File: src/rtl/servo_pkg.sv
// Shared opcode encodings, command FSM states and instruction field widths
// for the servo command executor.
package servo_pkg;

  localparam int OPCODE_W  = 2;
  localparam int OPERAND_W = 8;
  localparam int INSTR_W   = OPCODE_W + OPERAND_W;

  localparam logic [OPCODE_W-1:0] OP_SET  = 2'b00;
  localparam logic [OPCODE_W-1:0] OP_INC  = 2'b01;
  localparam logic [OPCODE_W-1:0] OP_DEC  = 2'b10;
  localparam logic [OPCODE_W-1:0] OP_HOME = 2'b11;

  typedef enum logic [1:0] {
    IDLE = 2'd0,
    EXEC = 2'd1,
    ACK  = 2'd2
  } cmd_state_t;

endpackage

File: src/rtl/servo_pwm_gen.sv
// Frame counter, rate-limited position slew and glitch-free PWM pulse
// generator. The pulse width is reloaded only at the frame boundary.
module servo_pwm_gen
  import servo_pkg::*;
#(
  parameter int FRAME_CYC = 1_000_000,
  parameter int MIN_CYC   = 50_000,
  parameter int STEP_CYC  = 277,
  parameter int HOME_POS  = 90,
  parameter int RATE      = 4
) (
  input  logic                 clk,
  input  logic                 reset,
  input  logic [OPERAND_W-1:0] target_pos,
  output logic [OPERAND_W-1:0] position,
  output logic                 pwm_out,
  output logic                 frame_tick
);

  localparam int CNT_W = $clog2(FRAME_CYC);
  localparam logic [CNT_W-1:0]     LAST_CNT   = CNT_W'(FRAME_CYC - 1);
  localparam logic [CNT_W-1:0]     MIN_P      = CNT_W'(MIN_CYC);
  localparam logic [CNT_W-1:0]     STEP_P     = CNT_W'(STEP_CYC);
  localparam logic [CNT_W-1:0]     HOME_PULSE = CNT_W'(MIN_CYC + HOME_POS * STEP_CYC);
  localparam logic [OPERAND_W-1:0] HOME_P     = OPERAND_W'(HOME_POS);
  localparam logic [OPERAND_W-1:0] RATE_P     = OPERAND_W'(RATE);

  logic [CNT_W-1:0]     frame_cnt;
  logic [CNT_W-1:0]     pulse_cyc;
  logic [OPERAND_W-1:0] diff;
  logic [OPERAND_W-1:0] step;
  logic [OPERAND_W-1:0] pos_next;

  assign frame_tick = (frame_cnt == LAST_CNT);

  always_comb begin
    if (target_pos > position) diff = target_pos - position;
    else                       diff = position - target_pos;
    step = (diff > RATE_P) ? RATE_P : diff;
    if (target_pos > position) pos_next = position + step;
    else                       pos_next = position - step;
  end

  // The pulse width is loaded from the freshly slewed position at the wrap,
  // so a slew step shows up on pwm_out in the very next frame.
  always_ff @(posedge clk) begin
    if (reset) begin
      frame_cnt <= '0;
      position  <= HOME_P;
      pulse_cyc <= HOME_PULSE;
      pwm_out   <= 1'b0;
    end else begin
      pwm_out <= (frame_cnt < pulse_cyc);
      if (frame_tick) begin
        frame_cnt <= '0;
        position  <= pos_next;
        pulse_cyc <= MIN_P + CNT_W'(pos_next) * STEP_P;
      end else begin
        frame_cnt <= frame_cnt + CNT_W'(1);
      end
    end
  end

endmodule

File: src/rtl/servo_cmd_exec.sv
// Servo command executor: edge-detects a ready level from the instruction
// receiver, executes SET/INC/DEC/HOME on the target, and drives the PWM slice.
module servo_cmd_exec
  import servo_pkg::*;
#(
  parameter int FRAME_CYC = 1_000_000,
  parameter int MIN_CYC   = 50_000,
  parameter int STEP_CYC  = 277,
  parameter int MAX_POS   = 180,
  parameter int HOME_POS  = 90,
  parameter int RATE      = 4
) (
  input  logic                 clk,
  input  logic                 reset,
  input  logic [INSTR_W-1:0]   instruction,
  input  logic                 instruction_ready,
  output logic                 instr_ack,
  output logic                 pwm_out,
  output logic [OPERAND_W-1:0] position,
  output logic [OPERAND_W-1:0] target_pos,
  output logic                 busy,
  output logic                 clamped,
  output logic                 frame_tick
);

  if (FRAME_CYC <= MIN_CYC + MAX_POS * STEP_CYC) begin : g_cfg_check
    $error("servo_cmd_exec: FRAME_CYC must exceed the widest pulse");
  end

  localparam logic [8:0]           MAX_P9 = 9'(MAX_POS);
  localparam logic [OPERAND_W-1:0] MAX_P  = OPERAND_W'(MAX_POS);
  localparam logic [OPERAND_W-1:0] HOME_P = OPERAND_W'(HOME_POS);

  cmd_state_t           state;
  logic                 ready_q;
  logic                 ready_rise;
  logic [INSTR_W-1:0]   instr_q;
  logic [OPCODE_W-1:0]  opcode;
  logic [8:0]           operand9;
  logic [8:0]           target9;
  logic [8:0]           sum9;
  logic [OPERAND_W-1:0] target_next;
  logic                 clamp_next;

  assign ready_rise = instruction_ready & ~ready_q;
  assign opcode     = instr_q[INSTR_W-1:OPERAND_W];
  assign operand9   = {1'b0, instr_q[OPERAND_W-1:0]};
  assign target9    = {1'b0, target_pos};
  assign busy       = (position != target_pos);

  // clamped flags true saturation: the unbounded result would leave 0..MAX_POS
  always_comb begin
    target_next = target_pos;
    clamp_next  = 1'b0;
    sum9        = target9 + operand9;
    case (opcode)
      OP_SET: begin
        if (operand9 > MAX_P9) begin
          target_next = MAX_P;
          clamp_next  = 1'b1;
        end else begin
          target_next = instr_q[OPERAND_W-1:0];
        end
      end
      OP_INC: begin
        if (sum9 > MAX_P9) begin
          target_next = MAX_P;
          clamp_next  = 1'b1;
        end else begin
          target_next = sum9[OPERAND_W-1:0];
        end
      end
      OP_DEC: begin
        if (target9 > operand9) begin
          target_next = target_pos - instr_q[OPERAND_W-1:0];
        end else begin
          target_next = '0;
          clamp_next  = (operand9 > target9);
        end
      end
      default: target_next = HOME_P;
    endcase
  end

  always_ff @(posedge clk) begin
    if (reset) begin
      state      <= IDLE;
      ready_q    <= 1'b0;
      instr_q    <= '0;
      target_pos <= HOME_P;
      instr_ack  <= 1'b0;
      clamped    <= 1'b0;
    end else begin
      ready_q   <= instruction_ready;
      instr_ack <= 1'b0;
      clamped   <= 1'b0;
      case (state)
        IDLE: begin
          if (ready_rise) begin
            instr_q <= instruction;
            state   <= EXEC;
          end
        end
        EXEC: begin
          target_pos <= target_next;
          instr_ack  <= 1'b1;
          clamped    <= clamp_next;
          state      <= ACK;
        end
        ACK:     state <= IDLE;
        default: state <= IDLE;
      endcase
    end
  end

  servo_pwm_gen #(
    .FRAME_CYC (FRAME_CYC),
    .MIN_CYC   (MIN_CYC),
    .STEP_CYC  (STEP_CYC),
    .HOME_POS  (HOME_POS),
    .RATE      (RATE)
  ) u_pwm (
    .clk        (clk),
    .reset      (reset),
    .target_pos (target_pos),
    .position   (position),
    .pwm_out    (pwm_out),
    .frame_tick (frame_tick)
  );

endmodule

File: config.mk
export PLATFORM = sky130hd
export DESIGN_NAME = servo_cmd_exec
export DESIGN_NICKNAME = d
export VERILOG_FILES = /design/src/rtl/servo_pkg.sv /design/src/rtl/servo_pwm_gen.sv /design/src/rtl/servo_cmd_exec.sv
export SDC_FILE = /design/constraint.sdc
export NUM_CORES = 1
export LEC_CHECK = 0
export BUFFER_PORTS_ARGS = -buffer_cell sky130_fd_sc_hd__buf_2
export CORE_MARGIN = 3
export CORE_UTILIZATION = 25
export CTS_CLUSTER_DIAMETER = 80
export DETAILED_ROUTE_END_ITERATION = 8
export GPL_ROUTABILITY_DRIVEN = 0
export PLACE_DENSITY = 0.37
export SYNTH_ARGS = -nofsm -noshare
export SYNTH_HDL_FRONTEND = slang
export SYNTH_HIERARCHICAL = 1
export SYNTH_SLANG_ARGS = --single-unit
File: constraint.sdc
create_clock -name clk -period 12.5 [get_ports clk]
set_input_delay 2.5 -clock clk [delete_from_list [all_inputs] [get_ports clk]]
set_output_delay 2.5 -clock clk [all_outputs]
set_load 0.03 [all_outputs]
==> results of run 1 <==
[cell type report]
type | count | area [um^2]
clock inverters | 7 | 82.6
well taps | 324 | 405
fillers | 2708 | 17500
repair buffers | 35 | 180
inverters | 78 | 293
multi-input cells | 606 | 4520
flip-flops and latches | 68 | 1360
clock buffers | 9 | 225
[through the flow]
step	hold WS (ns)	utilization, %	power, mW	worst slack, ns	std cells
2_1_floorplan	0.432	-	1.64	4.56	775
3_3_place_gp	0.447	27.5	2.01	3.56	1111
3_5_place_dp	0.445	27.5	1.97	3.33	1111
4_1_cts	0.455	28.8	2.26	3.31	1127
5_1_grt	0.467	28.8	2.48	2.62	1127
6_report	0.453	28.8	2.21	3.37	1127
[registers in the layout, indices dropped and copies added (netlist names)]
name / flops
u_pwm/pulse_cyc: 16
clamped: 1
u_pwm/position: 8
u_pwm/frame_cnt: 20
state: 2
target_pos: 8
ready_q: 1
u_pwm/pwm_out: 1
instr_ack: 1
instr_q: 10
[worst max-delay path: cells and delay by family, from the launching register on]
family,cells,cell delay [ns]
muxes,1,0.31
AOI/OAI and AO/OA,15,3.25
buffers and inverters,4,0.57
DFF,1,0.53
xor gates and xnor gates,3,0.52
adders and majority gates,8,2.65
and+or+nand+nor,7,1.16
[cells in the mapped netlist (3+ instances only)]
cell type                  number
sky130_fd_sc_hd__a211oi_1      12
sky130_fd_sc_hd__and3_1         8
sky130_fd_sc_hd__nor2_1        60
sky130_fd_sc_hd__o21ai_0       18
sky130_fd_sc_hd__nor4_1         4
sky130_fd_sc_hd__dfxtp_1       68
sky130_fd_sc_hd__nor3_1        13
sky130_fd_sc_hd__ha_1          93
sky130_fd_sc_hd__xor2_1        27
sky130_fd_sc_hd__inv_1         77
sky130_fd_sc_hd__mux2i_1        6
sky130_fd_sc_hd__clkbuf_1      10
sky130_fd_sc_hd__xnor2_1       20
sky130_fd_sc_hd__or3_1         13
sky130_fd_sc_hd__o32ai_1        3
sky130_fd_sc_hd__nand2b_1      13
sky130_fd_sc_hd__nand4_1        5
sky130_fd_sc_hd__a211o_1        3
sky130_fd_sc_hd__a21oi_1       56
sky130_fd_sc_hd__nand2_1       80
sky130_fd_sc_hd__o21a_1        10
sky130_fd_sc_hd__or2_2          5
sky130_fd_sc_hd__o21bai_1       7
sky130_fd_sc_hd__and2_1         6
sky130_fd_sc_hd__o21ai_1        9
sky130_fd_sc_hd__a21o_1        13
sky130_fd_sc_hd__o31a_1         5
sky130_fd_sc_hd__a31oi_1        3
sky130_fd_sc_hd__a21boi_0       3
sky130_fd_sc_hd__buf_2          5
sky130_fd_sc_hd__fa_1          15
sky130_fd_sc_hd__nand3_1       15
sky130_fd_sc_hd__nor2b_1       13
sky130_fd_sc_hd__o211ai_1      14
sky130_fd_sc_hd__a32oi_1        3
sky130_fd_sc_hd__o31ai_1        3
sky130_fd_sc_hd__buf_4          4
[metal layers]
| metal | global-route usage, % | share of wire [%] | routed length [um] |
|---|---|---|---|
| met1 | 19.0 | 51 | 9020 |
| met5 | 0 | 0 | 0 |
| met4 | 2.25 | 0.66 | 116 |
| met2 | 21.0 | 45 | 8030 |
| met3 | 2.28 | 2.9 | 511 |
[power by group]
| part | internal, mW | leakage (nW) | switching [mW] |
|---|---|---|---|
| Combinational | 0.763 | 2.42 | 0.942 |
| Clock | 0.158 | 0.145 | 0.112 |
| Sequential | 0.222 | 0.552 | 0.0108 |
[kinds of logic after synthesis]
group / after synthesis
and+or+nand+nor: 250
AOI/OAI and AO/OA: 194
adders and majority gates: 108
buffers and inverters: 101
DFF: 68
xor gates and xnor gates: 48
muxes: 6
[final timing paths]
path                      start                   to  slack [ns]  cells past startpoint
min reg2reg  u_pwm/pulse_cyc[2]   u_pwm/pulse_cyc[2]        0.45                      2
max           u_pwm/position[1]  u_pwm/pulse_cyc[16]        3.37                     38
max reg2reg   u_pwm/position[1]  u_pwm/pulse_cyc[16]        3.37                     38
min          u_pwm/pulse_cyc[2]   u_pwm/pulse_cyc[2]        0.45                      2
==> impl_table.tex, run 1 <==
\begin{tabular}{lr}
\hline
Metric & Value \\
\hline
\multicolumn{2}{l}{\textbf{Drt}} \\
Via-to-Cell Ratio & 4.73 \\
Count of routing violations after the opening detailed-route iteration & $\sim$270 \\
Pre-Repair DR Iteration Count & 5 \\
Final ANT Viol Nets & 0 \\
Vias after detailed routing & 5330 \\
Wire length reported by the detailed router & 17.7 mm \\
Drt drc & 0 \\
Post-detailed-route wirelength per cell & 15.7 um \\
\multicolumn{2}{l}{\textbf{Logic synthesis}} \\
Leading cell types by total area after synthesis & sky130\_fd\_sc\_hd\_\_dfxtp\_1 (22\%), sky130\_fd\_sc\_hd\_\_ha\_1 (18\%), sky130\_fd\_sc\_hd\_\_fa\_1 (4.8\%) \\
Top-area cell type share of the netlist area & a little over a fifth \\
Adder-Cell Fraction of Synth Area & a little under a quarter \\
Mux cell area share after synthesis & less than 1\% \\
Number of library cell types mapped by synthesis & 76 \\
Post-synthesis simple-gate area fraction & 19.4\% \\
Area fraction in compound gates after synthesis & between 20\% and 30\% \\
Number of instances in the synthesized netlist & between 700 and 800 \\
Share of synthesized flip-flops with an asynchronous set or reset & 0\% \\
Sequential element share of the synthesized area & between 20\% and 30\% \\
Total nets after synthesis & 896 \\
Number of warnings issued by yosys & 6 \\
Main combinational cell family by area after synthesis & adder cells \\
Area share of xor/xnor cells in the synthesized design & around 7\% \\
Mean area per synthesized cell & 8.12 um\^{}2 \\
Library cell occupying the most area in the post-synthesis netlist & sky130\_fd\_sc\_hd\_\_dfxtp\_1 \\
Post-synthesis cell area & 0.00629 mm\^{}2 \\
EDFF count, synth & 0 \\
Number of synthesized register bits & between 60 and 70 \\
Top flip-flop cell by instance count after synthesis & sky130\_fd\_sc\_hd\_\_dfxtp\_1 \\
\multicolumn{2}{l}{\textbf{STA}} \\
Share of the clock period used by the worst path after layout & 73.0\% \\
Fmax achieved & 0.110 GHz \\
Clock Skew & 0.0123 ns \\
Max\_slew headroom & 42.6\% \\
Clock period minus worst slack & 9.13 ns \\
Slew at the pin closest to its max-slew limit & 0.858 ns \\
Hold Vio Cnt, Final & 0 \\
RSZ-0062 raised after global routing & no \\
Number of setup violations in the final report & 0 \\
Setup\_tns & 0 ns \\
Fin. max-slew vios & 0 \\
\multicolumn{2}{l}{\textbf{Clocking}} \\
Number of setup buffers added after CTS & 0 \\
Depth of the CTS H-tree & 3 \\
Total clock sinks & 68 \\
Hold buffer count at CTS & 0 \\
Clk\_lat worst skew & 0.34 ns \\
Reg clk slew, reported paths & around 0.060 ns \\
Root buf cell & sky130\_fd\_sc\_hd\_\_clkbuf\_16 \\
TritonCTS clock tree & built \\
CTS Buffer Depth & 2 \\
Post-CTS resize count & 0 \\
Clock buffer count from CTS & 9 \\
\multicolumn{2}{l}{\textbf{Run status}} \\
Run status & complete, no violations \\
\multicolumn{2}{l}{\textbf{Finish}} \\
Post-route standard cell area excluding fillers & 0.00707 mm\^{}2 \\
Most frequent standard cell in the layout excluding fill and tap cells & sky130\_fd\_sc\_hd\_\_ha\_1 \\
Antenna cell count & 0 \\
Post-synthesis to final-layout area growth & 12.2\% \\
Layout Nets & 919 \\
Commonest cells after routing, fill and taps aside & sky130\_fd\_sc\_hd\_\_ha\_1 (93), sky130\_fd\_sc\_hd\_\_nand2\_1 (80), sky130\_fd\_sc\_hd\_\_inv\_1 (77), sky130\_fd\_sc\_hd\_\_dfxtp\_1 (68), sky130\_fd\_sc\_hd\_\_nor2\_1 (60) \\
Proportion of layout cells with a drive suffix above 1 & 9.34\% \\
\multicolumn{2}{l}{\textbf{Floorplan}} \\
Die height & 165 um \\
Row count & 57 \\
Full die area & 0.0271 mm\^{}2 \\
\# IOs & 34 \\
Core ar. & 0.0245 mm\^{}2 \\
Die W & around 160 um \\
Effective utilization at floorplan & 25.7\% \\
\multicolumn{2}{l}{\textbf{Placed design}} \\
Hpwl dp & 13.9 mm \\
Placed Area & 0.00676 mm\^{}2 \\
Count of input and output buffers & 33 \\
\multicolumn{2}{l}{\textbf{Worst setup path}} \\
Slowest stage delay, CP & between 0.5 and 0.6 ns \\
Crit. End Element & flop \\
Critical Setup Path Class & reg -> reg \\
Largest fanout on the critical path & 15 \\
Crit path DAT & 9.32 ns \\
Element type at the critical path start & flop \\
Required arrival time at the worst endpoint & 12.69 ns \\
Most common cell type on the critical path & sky130\_fd\_sc\_hd\_\_ha\_1 \\
Crit path max-delay cell type & sky130\_fd\_sc\_hd\_\_o21ai\_2 \\
\multicolumn{2}{l}{\textbf{Global route}} \\
Number of global-route vias before repair & 5149 \\
Maximum number of pins on one net before global-route repair & 35 \\
Antenna violations before repair & 0 \\
Wire length of the first global-routing pass & about 28 mm \\
Overall routing resource usage & about an eighth \\
Overflow after GRT & 0 \\
\multicolumn{2}{l}{\textbf{Flow run}} \\
Max capacitance violation total & 0 \\
\multicolumn{2}{l}{\textbf{Worst hold path}} \\
Class of the tightest hold or removal check & reg -> reg \\
\multicolumn{2}{l}{\textbf{Power}} \\
Total power divided by cell area & between 300 and 400 mW/mm\^{}2 \\
Pleak & 3.12 nW \\
Worst ir drop on vdd & 258 uV \\
\hline
\end{tabular}
No activity file was read; power rests on OpenSTA's default activity.
==> run 2, diff against run 1 <==
- clock period: 12.5 -> 9.5 ns (I/O delays scaled with it)
==> run 2 against run 1 <==
Clock power grew 39%. Non-clock buffer count grew 10. Cell area grew 1.4%. Setup slack lost 2.6 ns. Combinational power grew 34%. First-iteration DRC count grew 3.3%. Via count grew 0.49%. Flip-flop and latch count is the same. Critical path depth is the same. Critical path type unchanged. Highest routed layer unchanged.
==> impl_table.tex, run 2 (same netlist as run 1, synthesis figures left out) <==
\begin{tabular}{lr}
\hline
Metric & Value \\
\hline
\multicolumn{2}{l}{\textbf{Global route}} \\
Overflow after GRT & 0 (unchanged) \\
Number of global-route vias before repair & 5338 (+3.7\%) \\
Wire length of the first global-routing pass & 29.5 mm (+4.2\%) \\
Antenna violations before repair & 0 (unchanged) \\
Maximum number of pins on one net before global-route repair & 35 (unchanged) \\
Overall routing resource usage & 13.8\% (+0.60 points) \\
\multicolumn{2}{l}{\textbf{Floorplan}} \\
Die W & 165 um (unchanged) \\
Effective utilization at floorplan & 25.7\% (unchanged) \\
Core ar. & 0.0245 mm\^{}2 (unchanged) \\
Row count & 57 (unchanged) \\
Die height & 165 um (unchanged) \\
Full die area & 0.0271 mm\^{}2 (unchanged) \\
\# IOs & 34 (unchanged) \\
\multicolumn{2}{l}{\textbf{Clocking}} \\
TritonCTS clock tree & built \\
Clock buffer count from CTS & 9 (unchanged) \\
Clk\_lat worst skew & 0.34 ns (about the same) \\
Depth of the CTS H-tree & 3 (unchanged) \\
Reg clk slew, reported paths & 0.06 ns (about the same) \\
Root buf cell & sky130\_fd\_sc\_hd\_\_clkbuf\_16 \\
CTS Buffer Depth & 2 (unchanged) \\
Total clock sinks & 68 (unchanged) \\
\multicolumn{2}{l}{\textbf{Drt}} \\
Drt drc & 0 (unchanged) \\
Wire length reported by the detailed router & 18.0 mm (+1.5\%) \\
Count of routing violations after the opening detailed-route iteration & 282 (+3.3\%) \\
Final ANT Viol Nets & 0 (unchanged) \\
Via-to-Cell Ratio & 4.71 (-0.40\%) \\
Vias after detailed routing & 5356 (+0.49\%) \\
Post-detailed-route wirelength per cell & 15.8 um (+0.63\%) \\
Pre-Repair DR Iteration Count & 4 (-1) \\
\multicolumn{2}{l}{\textbf{STA}} \\
Slew at the pin closest to its max-slew limit & 0.785 ns (-0.0728 ns) \\
Setup\_tns & 0 ns (unchanged) \\
Clock period minus worst slack & 8.73 ns (-0.400 ns) \\
Max\_slew headroom & 47.5\% (+4.9 points) \\
Clock Skew & 0.00738 ns (-0.00491 ns) \\
Smallest setup slack after layout & 0.774 ns (-2.60 ns) \\
Hold Vio Cnt, Final & 0 (unchanged) \\
Number of setup violations in the final report & 0 (unchanged) \\
Share of the clock period used by the worst path after layout & 91.8\% (+19 points) \\
Fmax achieved & 0.115 GHz (+4.6\%) \\
Fin. max-slew vios & 0 (unchanged) \\
RSZ-0062 raised after global routing & no \\
\multicolumn{2}{l}{\textbf{Worst setup path}} \\
Crit. End Element & flop \\
Crit path max-delay cell type & sky130\_fd\_sc\_hd\_\_fa\_1 \\
Largest fanout on the critical path & 15 (unchanged) \\
Element type at the critical path start & flop \\
Critical Setup Path Class & reg -> reg \\
Crit path DAT & 8.92 ns (-0.40 ns) \\
Most common cell type on the critical path & sky130\_fd\_sc\_hd\_\_ha\_1 \\
Slowest stage delay, CP & 0.47 ns (-0.10 ns) \\
Required arrival time at the worst endpoint & 9.70 ns (-2.99 ns) \\
\multicolumn{2}{l}{\textbf{Flow run}} \\
Max capacitance violation total & 0 (unchanged) \\
\multicolumn{2}{l}{\textbf{Finish}} \\
Layout Nets & 929 (+1.1\%) \\
Max FFs per register & 20 (unchanged) \\
Proportion of layout cells with a drive suffix above 1 & 10.5\% (+1.1 points) \\
Post-synthesis to final-layout area growth & 13.8\% \\
Antenna cell count & 0 (unchanged) \\
Filler Cell Count & 2701 (-0.26\%) \\
Area used by multi-input combinational logic & 0.00453 mm\^{}2 (+0.17\%) \\
Top Registers & u\_pwm/frame\_cnt (20), u\_pwm/pulse\_cyc (16), instr\_q (10) \\
Commonest cells after routing, fill and taps aside & sky130\_fd\_sc\_hd\_\_ha\_1 (93), sky130\_fd\_sc\_hd\_\_nand2\_1 (80), sky130\_fd\_sc\_hd\_\_inv\_1 (77), sky130\_fd\_sc\_hd\_\_dfxtp\_1 (68), sky130\_fd\_sc\_hd\_\_nor2\_1 (60) \\
Most frequent standard cell in the layout excluding fill and tap cells & sky130\_fd\_sc\_hd\_\_ha\_1 \\
Largest register by flop count & u\_pwm/frame\_cnt \\
Sequential Area & 0.00136 mm\^{}2 (unchanged) \\
\multicolumn{2}{l}{\textbf{Placed design}} \\
Worst setup slack before clock tree synthesis & 0.582 ns (-2.74 ns) \\
Hpwl dp & 14.4 mm (+3.7\%) \\
Count of input and output buffers & 33 (unchanged) \\
\multicolumn{2}{l}{\textbf{Worst hold path}} \\
Class of the tightest hold or removal check & reg -> reg \\
\multicolumn{2}{l}{\textbf{Power}} \\
Worst ir drop on vdd & 285 uV (+11\%) \\
Pleak & 3.18 nW (+1.9\%) \\
Total power divided by cell area & 411 mW/mm\^{}2 (+32\%) \\
\multicolumn{2}{l}{\textbf{Run status}} \\
Run status & complete, no violations \\
\hline
\end{tabular}
-- run 2: worst paths after layout --
kind	depth (start not counted)	from	endpoint	slack (ns)
worst max-delay path	38	u_pwm/position[3]	u_pwm/pulse_cyc[16]	0.77
worst min-delay path	2	u_pwm/pulse_cyc[3]	u_pwm/pulse_cyc[3]	0.45
worst max register to register	38	u_pwm/position[3]	u_pwm/pulse_cyc[16]	0.77
worst min register to register	2	u_pwm/pulse_cyc[3]	u_pwm/pulse_cyc[3]	0.45
-- run 2: power breakdown --
| group | internal, mW | switching, mW |
|---|---|---|
| combinational | 1.01 | 1.25 |
| clock | 0.231 | 0.143 |
| sequential | 0.292 | 0.0114 |
| total | 1.54 | 1.41 |
-- run 2: worst max-delay path: cells and delay by family, from the launching register on --
family	cells	cell delay (ns)
xor gates and xnor gates	3	0.53
muxes	1	0.30
AOI/OAI and AO/OA	15	3.06
adders and majority gates	8	2.75
buffers and inverters	5	0.47
and+or+nand+nor	6	1.02
DFF	1	0.43
-- run 2: per-layer routing --
metal	vias up	wire length (um)	global-route usage (%)
li1	2778	-	-
met1	2495	9190	19.8
met2	70	8200	22.2
met3	13	432	1.96
met4	0	129	2.67
met5	-	0	0
-- run 2: metrics by stage --
step | total power [mW] | cell area, um^2 | hold WS (ns) | cells | utilization, %
floorplan | 2.16 | 6290 | 0.432 | 775 | -
global placement | 2.66 | 6830 | 0.445 | 1121 | 27.9
detailed placement | 2.60 | 6830 | 0.449 | 1121 | 27.9
CTS | 3.01 | 7160 | 0.459 | 1137 | 29.2
global route | 3.32 | 7160 | 0.473 | 1137 | 29.2
finish | 2.94 | 7160 | 0.454 | 1137 | 29.2
-- run 2: area by class of cell --
cell class	instances	share of cell area, %
clock buffers	9	3.14
repair buffers	45	3.56
clock inverters	7	1.38
multi-input cells	606	63.2
flip-flops and latches	68	19.0
inverters	78	4.09
well taps	324	5.66
-- run 2: timing repair --
| item | 4_1_cts | 5_1_grt |
|---|---|---|
| hold buffers | 0 | 0 |
| setup buffers | 0 | 0 |
| endpoints found under the setup margin | 0 | 2 |
| gates resized for setup | 0 | 1 |
